File: src/rtl/traffic_light_monitor.sv
// Protocol monitor for the one-hot traffic light bus: locks onto RED->YELLOW->GREEN,
// measures phase dwell, flags illegal codes / ordering / dwell violations, counts cycles.
module traffic_light_monitor #(
  parameter int MIN_RED    = 1,
  parameter int MIN_YELLOW = 1,
  parameter int MIN_GREEN  = 1,
  parameter int MAX_DWELL  = 8,
  parameter int CNT_W      = 8
) (
  input  logic             clk,
  input  logic             reset_n,
  input  logic             enable,
  input  logic [2:0]       light,
  input  logic             clear_err,
  output logic [1:0]       phase,
  output logic [CNT_W-1:0] dwell_cnt,
  output logic [15:0]      cycle_cnt,
  output logic             code_err,
  output logic             seq_err,
  output logic             dwell_err,
  output logic             err_pulse
);

  typedef enum logic [1:0] {SYNC = 2'd0, RED = 2'd1, YELLOW = 2'd2, GREEN = 2'd3} phase_t;

  localparam logic [CNT_W-1:0] MAX_C = CNT_W'(MAX_DWELL);
  localparam logic [CNT_W-1:0] ONE_C = CNT_W'(1);

  phase_t           state_q, state_d;
  phase_t           seen, expect_next;
  logic             legal;
  logic [CNT_W-1:0] min_cur, dwell_d;
  logic [15:0]      cycle_d;
  logic             code_hit, seq_hit, dwell_hit;

  assign phase = state_q;

  always_comb begin
    seen  = SYNC;
    legal = 1'b1;
    case (light)
      3'b100:  seen = RED;
      3'b010:  seen = YELLOW;
      3'b001:  seen = GREEN;
      default: legal = 1'b0;
    endcase
  end

  always_comb begin
    expect_next = RED;
    min_cur     = CNT_W'(MIN_RED);
    case (state_q)
      RED:     begin expect_next = YELLOW; min_cur = CNT_W'(MIN_RED);    end
      YELLOW:  begin expect_next = GREEN;  min_cur = CNT_W'(MIN_YELLOW); end
      GREEN:   begin expect_next = RED;    min_cur = CNT_W'(MIN_GREEN);  end
      default: begin expect_next = RED;    min_cur = CNT_W'(MIN_RED);    end
    endcase
  end

  // Next-state and error detection; disabled monitor parks in SYNC and freezes counters.
  always_comb begin
    state_d   = state_q;
    dwell_d   = dwell_cnt;
    cycle_d   = cycle_cnt;
    code_hit  = 1'b0;
    seq_hit   = 1'b0;
    dwell_hit = 1'b0;
    if (!enable) begin
      state_d = SYNC;
    end else if (state_q == SYNC) begin
      if (legal && seen == RED) begin
        state_d = RED;
        dwell_d = ONE_C;
      end
    end else if (!legal) begin
      code_hit = 1'b1;
      state_d  = SYNC;
      dwell_d  = '0;
    end else if (seen == state_q) begin
      if (dwell_cnt < MAX_C) begin
        dwell_d   = dwell_cnt + ONE_C;
        dwell_hit = (dwell_d == MAX_C);
      end
    end else begin
      state_d = seen;
      dwell_d = ONE_C;
      if (seen == expect_next) begin
        dwell_hit = (dwell_cnt < min_cur);
        if (state_q == GREEN) cycle_d = cycle_cnt + 16'd1;
      end else begin
        seq_hit = 1'b1;
      end
    end
  end

  always_ff @(posedge clk) begin
    if (!reset_n) begin
      state_q   <= SYNC;
      dwell_cnt <= '0;
      cycle_cnt <= '0;
      code_err  <= 1'b0;
      seq_err   <= 1'b0;
      dwell_err <= 1'b0;
      err_pulse <= 1'b0;
    end else begin
      state_q   <= state_d;
      dwell_cnt <= dwell_d;
      cycle_cnt <= cycle_d;
      // A fresh error in the clearing cycle keeps its flag set.
      code_err  <= code_hit  | (code_err  & ~clear_err);
      seq_err   <= seq_hit   | (seq_err   & ~clear_err);
      dwell_err <= dwell_hit | (dwell_err & ~clear_err);
      err_pulse <= code_hit | seq_hit | dwell_hit;
    end
  end

endmodule

File: config.mk
export PLATFORM = sky130hd
export DESIGN_NAME = traffic_light_monitor
export DESIGN_NICKNAME = d
export VERILOG_FILES = /design/src/rtl/traffic_light_monitor.sv
export SDC_FILE = /design/constraint.sdc
export NUM_CORES = 1
export LEC_CHECK = 0
export BUFFER_PORTS_ARGS = -buffer_cell sky130_fd_sc_hd__buf_2
export CAP_MARGIN = 20
export CELL_PAD_IN_SITES_DETAIL_PLACEMENT = 0
export CELL_PAD_IN_SITES_GLOBAL_PLACEMENT = 1
export CORE_ASPECT_RATIO = 0.5
export CORE_MARGIN = 2
export CORE_UTILIZATION = 44
export CTS_CLUSTER_DIAMETER = 120
export DETAILED_ROUTE_END_ITERATION = 8
export MAX_ROUTING_LAYER = met4
export PLACE_DENSITY = 0.95
export RECOVER_POWER = 50
export SKIP_CTS_REPAIR_TIMING = 1
export SLEW_MARGIN = 20
export SYNTH_ARGS = -nofsm -noshare
export SYNTH_HDL_FRONTEND = slang
export SYNTH_SLANG_ARGS = --single-unit
File: constraint.sdc
create_clock -name clk -period 6.6 [get_ports clk]
set_input_delay 1.65 -clock clk [delete_from_list [all_inputs] [get_ports clk]]
set_output_delay 1.65 -clock clk [all_outputs]
set_load 0.1 [all_outputs]
# [After elaboration in Yosys (flattened, before gate mapping)]
# Index checks and enable logic that the tools add are counted.
[word_totals] reg_bits=30 latchBits=0 ramBits=0 rom_bits=0 output_inout_bits=30 wordCells=68 n_memories=0
[op_classes] add_sub_neg=2 n_mul=0 div=0 magnitude_cmp=2 eq_ne=13 n_shift=0 muxes=26 n_bitwise=11 n_reduce_logical=7
[ops] op="two-way mux 8 bit" n=5
[ops] op="adder 16 x 1 -> 16 bit (second input constant)" n=1
[ops] op="two-way mux 1 bit" n=15
[ops] op="adder 8 x 1 -> 8 bit (second input constant)" n=1
[ops] op="equality test 8 x 4 -> 1 bit (second input constant)" n=1
[ops] op="< comparator 8 x 1 -> 1 bit (second input constant)" n=1
[ops] op="< comparator 8 x 4 -> 1 bit (second input constant)" n=1
[ops] op="two-way mux 2 bit" n=4
[ops] op="one-hot mux 2 bit (3 select lines)" n=1
[ops] op="AND reduction 6 bit" n=1
[ops] op="bitwise OR 1 bit" n=5
[ops] op="equality test 2 x 1 -> 1 bit (second input constant)" n=2
[ops] op="equality test 2 bit" n=2
[ops] op="equality test 2 bit (second input constant)" n=2
[ops] op="!= test 4 x 3 -> 1 bit (second input constant)" n=1
[ops] op="one-hot mux 2 bit (2 select lines)" n=1
[ops] op="AND reduction 2 bit" n=2
[ops] op="bitwise AND 1 bit" n=3
[ops] op="equality test 3 x 1 -> 1 bit (second input constant)" n=1
[ops] op="equality test 3 x 2 -> 1 bit (second input constant)" n=1
[ops] op="equality test 3 bit (second input constant)" n=1
[ops] op="!= test 3 bit (second input constant)" n=1
[ops] op="inverter 1 bit" n=3
[ops] op="AND reduction 3 bit" n=1
[ops] op="4 further kinds" n=4

# [Longest topological paths before layout]
# Gate-level depths: netlist of the first run.
[depth] ltp_word=10 depth_mapped=9

# [Least setup slack after synthesis of the first run]
# OpenSTA, ideal clock, no wires.
[synth_path] kind="input-to-reg" from="input port light[1]" to="register cycle_cnt[6]" setup_time_ns=0.115 t_arrival_ns=3.322 t_required_ns=6.485 path_slack_ns=3.163 stages=7 path_cell_list="or4b_1 > a31oi_2 > o2111ai_2 > buf_6 > nor4_4 > xor2_1 > and2_1"
[synth_between] elab_chain_cells=5 elab_cells_between_ends=10 cone_classes="eq/ne (5); mux (2); bitwise (1); reduce/logical (2)"
[synth_rtl] item="from (decl)" line="13" rtl="input logic [2:0] light,"
[synth_rtl] item="equality test 3 x 1 -> 1 bit (tied with other cells)" line="41" rtl="case (light)"
[synth_rtl] item="one-hot mux 2 bit (3 select lines)" line="41"
[synth_rtl] item="equality test 2 bit" line="79" rtl="end else if (seen == state_q) begin"
[synth_rtl] item="inverter 1 bit (no source line)"
[synth_rtl] item="AND reduction 6 bit (no source line) (*)"
[synth_rtl] item="to (signal assigned)" line="108" rtl="cycle_cnt <= cycle_d;"
[synth_rtl] item="to (decl)" line="17" rtl="output logic [15:0] cycle_cnt,"
# Mark *: on every way between the ends. The rest lies on a longest branch, timed or not.
# A chain may end at the register's enable or synchronous reset.

# [Final worst setup path of the first run]
[layout_path] from="input port light[2]" to="register cycle_cnt[15]"
# The elaborated chain is that of the path after synthesis.

==> results of run 1 <==
-- per-stage QoR --
step           worst slack [ps]  hold WS (ps)
4_1_cts                    2760           463
5_1_grt                    2240           479
3_5_place_dp               2480           454
2_1_floorplan              3160           880
6_report                   2550           459
3_3_place_gp               2570           440
-- per-layer routing --
layer | routed length [um] | global-route usage | vias up
li1 | - | - | 802
met1 | 1800 | 0.223 | 743
met2 | 1820 | 0.281 | 25
met3 | 133 | 0.0433 | 4
met4 | 25 | 0.0338 | 0
met5 | 0 | - | -
-- power by group through the flow --
| stage | sequential [mW] | clock, mW | combinational, mW |
|---|---|---|---|
| global placement | 0.187 | 0 | 0.0319 |
| global route | 0.183 | 0.169 | 0.0356 |
| CTS | 0.183 | 0.161 | 0.0328 |
| floorplan | 0.191 | 0 | 0.0223 |
| finish | 0.183 | 0.158 | 0.0325 |
| detailed placement | 0.187 | 0 | 0.0326 |
-- critical path, stage by stage --
cell and delay, ps:
clkbuf_1 390, or3b_4 470, a221oi_2 380, o2111ai_2 520, nor4_1 520, xor2_1 110
and2_1 170
-- layout make-up --
type                       instances  share of cell area
inverter                           9              0.0165
clock buffer                       6              0.0404
clock inverter                     2             0.00612
sequential                        30               0.294
timing repair buffer              36              0.0710
tap                               54              0.0330
multi-input combinational        155               0.539
-- registers in the layout (all words and copies together), names as in the netlist --
| register | flops |
|---|---|
| dwell_cnt | 8 |
| code_err | 1 |
| cycle_cnt | 16 |
| phase | 2 |
| dwell_err | 1 |
| err_pulse | 1 |
| seq_err | 1 |
-- worst max path at each step --
stage / startpoint / slack [ps] / cells after the start / endpoint
2_1_floorplan: light[1] / 3160 / 7 / cycle_cnt[6]
3_3_place_gp: light[2] / 2570 / 7 / cycle_cnt[12]
3_5_place_dp: light[0] / 2480 / 7 / cycle_cnt[15]
4_1_cts: light[2] / 2760 / 7 / cycle_cnt[15]
5_1_grt: light[2] / 2240 / 7 / cycle_cnt[15]
6_report: light[2] / 2550 / 7 / cycle_cnt[15]
-- placed cells by master, fill, tap and decap left out, drive strengths merged, types with 6 or more instances in the layout --
master and count:
and3 6, nor3 10, ha 6, o21ai 6, buf 8, clkbuf 34
xor2 13, inv 9, nor2 7, and2 15, nand2 23, nand3 9
dfxtp 30, nor4 10
-- kinds of logic (layout without fill, tap and decap cells) --
kind of cell / count (synthesis) / count (layout) / synth area share
AOI/OAI and AO/OA: 32 / 32 / 0.138
buffers and inverters: 19 / 53 / 0.0489
xor gates and xnor gates: 16 / 16 / 0.0783
DFF: 30 / 30 / 0.335
adders and majority gates: 6 / 6 / 0.0419
and+or+nand+nor: 101 / 101 / 0.358
==> results_dict.tcl, run 1 <==
set metrics [dict create \
    outcome "completed" \
    grt_pass1_wl_um 6340 \
    power_frac_seq 0.490 \
    syn_area_per_cell_sq_um 8.78 \
    hold_start "dwell_err" \
    grt_max_degree 32 \
    grt_pass1_vias 1414 \
    synthesis.instances 204 \
    fin_nets 250 \
    synthMostInstantiatedCell "dfxtp_1" \
    die_w_um 94.2 \
    io_pins 37 \
    antenna_cells 0 \
    dieArea_sq_um 4630 \
    grt_overflow_total 0 \
    drcViolationCount 0 \
    grt_use_total 0.173 \
    final_antenna_net_count 0 \
    sw_frac_of_total 0.264 \
    syn2layout_area_growth_pct 14.2 \
    synthArstFlopShare 0 \
    syn_area_sq_um 1790 \
    cts.htree.levels 2 \
    num_rows 16 \
    multi_input_area_sq_um 1100 \
    dp.cells 284 \
    p_switching_uw 98.5 \
    cts_sinks 30 \
    fill_cells 395 \
    irDropWorstVdd_mv 0.0702 \
    final_layout_size_suffix_gt1_frac 0.122 \
    crit_type "input port to flop" \
    synth.top_cell.area_share 0.335 \
    core_sq_um 3900 \
    vias 1574 \
    p_clk_frac 0.423 \
    synth_top_area_cell "dfxtp_1" \
    critPathArrivalTime_ps 4230 \
    clockBufferDepth 2 \
    routed_via_density 5.39 \
    worst_r2r_path_depth 8 \
    drv_slew 0 \
    synth_edf_count 0 \
    clockRootBuffer "clkbuf_8" \
    path_clk_slew_ps 70 \
    die_h_um 49.1 \
    cts_made_buffers 5 \
    tns_ps 0 \
    synth_seq_area_share 0.335 \
    cts_tree "built" \
    reg2reg_from "phase[0]" \
    worst_ep_required_time_ps 6770 \
    crit_path_end_kind "flop" \
    drt_iter0_drc 44 \
    synthesis.nets 217 \
    crit_path_start_kind "input port" \
    antenna_found_initial 0 \
    fin_area_sq_um 2040 \
    synthTopCellsByArea "dfxtp_1 34%, xor2_1 6.4%, and2_1 5.2%" \
    hp-class "flop to flop" \
    regArea_sq_um 601 \
    power.total_uw 373 \
    combPwrFrac 0.087 \
    p_leak_nw 0.814 \
    utilization 0.524 \
    ys.flop_type "dfxtp_1" \
    fin_cells 292 \
    rrSetupSlack_ps 3420 \
    finClkSkew_ps 3.51 \
    finalWirelength_um 3780 \
    dr.pass1.iters 4 \
    ys_warn_count 0 \
    worstSkewPairLatency_ps 280 \
    period_minus_slack_ps 4050 \
    cp_max_fo 16 \
    initial_utilization 0.459 \
    whs_path_depth 2 \
    setup_viol 0 \
    hold_viol 0 \
    post-route-period-util 0.614 \
    rsz0062_at_grt "no" \
    min_to "dwell_err" \
    wl_per_cell_um 13.0 \
    synthTopCellsByCount "30 x dfxtp_1, 23 x nand2_1, 15 x and2_1" \
    ys_seq_elements 30 \
    worst_pin_slew_ps 1170 \
    relSlewSlack 0.226 \
    fmax_mhz 247 \
    portBuffers 36 \
    gp_congestion 0.781 \
    powerDensity_nw_per_um2 182 \
    place_area_sq_um 1980 \
    r2r_end "cycle_cnt[15]" \
    synth.distinct_cells 53 \
    cap_viol_max_count 0 \
    p_int_uw 274 \
    dpl.hpwl_um 2670 \
]
Note: power is estimated with default switching activity, not from simulation.
==> run 2: changes to the inputs <==
--- a/config.mk
+++ b/config.mk
@@ -11,11 +11,11 @@
 export CELL_PAD_IN_SITES_GLOBAL_PLACEMENT = 1
 export CORE_ASPECT_RATIO = 0.5
 export CORE_MARGIN = 2
-export CORE_UTILIZATION = 44
+export CORE_UTILIZATION = 36
 export CTS_CLUSTER_DIAMETER = 120
 export DETAILED_ROUTE_END_ITERATION = 8
 export MAX_ROUTING_LAYER = met4
-export PLACE_DENSITY = 0.95
+export PLACE_DENSITY = 0.84
 export RECOVER_POWER = 50
 export SKIP_CTS_REPAIR_TIMING = 1
 export SLEW_MARGIN = 20
==> constraint.sdc (replaced) <==
create_clock -name clk -period 3.3 [get_ports clk]
set_input_delay 0.825 -clock clk [delete_from_list [all_inputs] [get_ports clk]]
set_output_delay 0.825 -clock clk [all_outputs]
set_load 0.1 [all_outputs]
==> run 2 against run 1 <==
Compared with the run above:
- non-clock buffer count increased by 5
- critical path type is now flop to flop
- largest power group unchanged
- total power increased by 92%
- count of clock-buffer cells in the layout decreased by 1
- clock power increased by 77%
- die area increased by 21%
==> results_dict.tcl, run 2 (synthesis gave the netlist of run 1 again) <==
set metrics [dict create \
    clockRootBuffer "clkbuf_8" \
    crit_path_start_kind "flop" \
    dieArea_sq_um 5590 \
    worstSkewPairLatency_ps 280 \
    hold_ws_ps 455 \
    routed_via_density 4.98 \
    setup_viol 0 \
    regMostFlops "cycle_cnt" \
    outcome "completed" \
    fill_cells 511 \
    clockBufferDepth 2 \
    grt_max_degree 32 \
    portBuffers 36 \
    grt_pass1_vias 1362 \
    worst_ep_required_time_ps 3470 \
    drt_iter0_drc 31 \
    die_h_um 53.9 \
    p_switching_uw 189 \
    post-route-period-util 0.869 \
    dr.pass1.iters 4 \
    combPwrFrac 0.097 \
    period_minus_slack_ps 2870 \
    finalWirelength_um 3730 \
    dpl.hpwl_um 2720 \
    crit_start "phase[0]" \
    multi_input_area_sq_um 1100 \
    die_w_um 104 \
    fin_nets 255 \
    vias 1553 \
    core_sq_um 4860 \
    antenna_found_initial 0 \
    grt_overflow_total 0 \
    drv_slew 0 \
    grt_use_total 0.137 \
    cts_made_buffers 5 \
    cts_tree "built" \
    wl_per_cell_um 12.0 \
    worst_pin_slew_ps 1170 \
    powerDensity_nw_per_um2 342 \
    cap_viol_max_count 0 \
    tns_ps 0 \
    crit_type "flop to flop" \
    fmax_mhz 349 \
    final_common_cell "dfxtp_1" \
    power.total_uw 714 \
    final_layout_size_suffix_gt1_frac 0.145 \
    dp.cells 305 \
    num_rows 18 \
    regArea_sq_um 602 \
    largest_register_ffs 16 \
    p_leak_nw 0.834 \
    hold_viol 0 \
    p_clk_frac 0.392 \
    initial_utilization 0.368 \
    reg2reg_from "phase[0]" \
    finClkSkew_ps 5.21 \
    final_antenna_net_count 0 \
    layout_common_cells "29 x dfxtp_1, 27 x clkbuf_1, 23 x nand2_1, 15 x and2_1, 13 x xor2_1" \
    path_clk_slew_ps 60 \
    drcViolationCount 0 \
    cp_max_fo 10 \
    syn2layout_area_growth_pct 16.6 \
    p_int_uw 526 \
    io_pins 37 \
    cts.htree.levels 2 \
    rsz0062_at_grt "no" \
    power_frac_seq 0.511 \
    gp_congestion 0.766 \
    cts_sinks 30 \
    antenna_cells 0 \
    critPathArrivalTime_ps 3040 \
    irDropWorstVdd_mv 0.119 \
    hp-class "flop to flop" \
    utilization 0.429 \
    hold_start "dwell_err" \
    relSlewSlack 0.223 \
    crit_path_end_kind "flop" \
    grt_pass1_wl_um 5910 \
    fin_cells 312 \
    sw_frac_of_total 0.264 \
]
run 2: final cells by class:
class                      instances  share of cell area
clock buffer                       5              0.0330
timing repair buffer              41              0.0881
clock inverter                     2             0.00479
multi-input combinational        155               0.528
inverter                           9              0.0162
sequential                        30               0.288
tap                               70              0.0419
run 2: path summary, 6_finish.rpt:
| kind | to | slack (ps) | cells past startpoint |
|---|---|---|---|
| hold reg to reg | dwell_err | 460 | 2 |
| setup reg to reg | cycle_cnt[6] | 430 | 9 |
| setup / recovery | cycle_cnt[6] | 430 | 9 |
| hold / removal | dwell_err | 460 | 2 |
run 2: worst max-delay path, stage by stage, from the launching register on:
cell	delay, ps
dfxtp_1	470
inv_1	100
ha_1	360
or4b_1	490
a31oi_2	260
o2111ai_2	340
buf_4	290
nor4_4	210
xor2_1	80
and2_1	150
run 2: power groups by stage:
stage	Sequential, mW	Combinational (mW)	Clock (mW)
after global placement	0.373	0.0677	0
after floorplan	0.382	0.0447	0
after CTS	0.365	0.0692	0.286
after detailed placement	0.374	0.0690	0
final	0.365	0.0693	0.280
after global routing	0.365	0.0748	0.303
run 2: stage by stage:
stage / instance area [sq um] / worst slack (ps)
2_1_floorplan: 1790 / 3.36
6_report: 2090 / 432
4_1_cts: 2120 / 424
5_1_grt: 2090 / 243
3_3_place_gp: 2040 / 343
3_5_place_dp: 2040 / 290
run 2: routing by layer:
layer	global-route usage	up-vias	part of all wire
met5	-	-	0
met4	0.0450	0	0.0038
met3	0.0387	2	0.034
met2	0.230	20	0.46
met1	0.164	720	0.50
li1	-	811	-
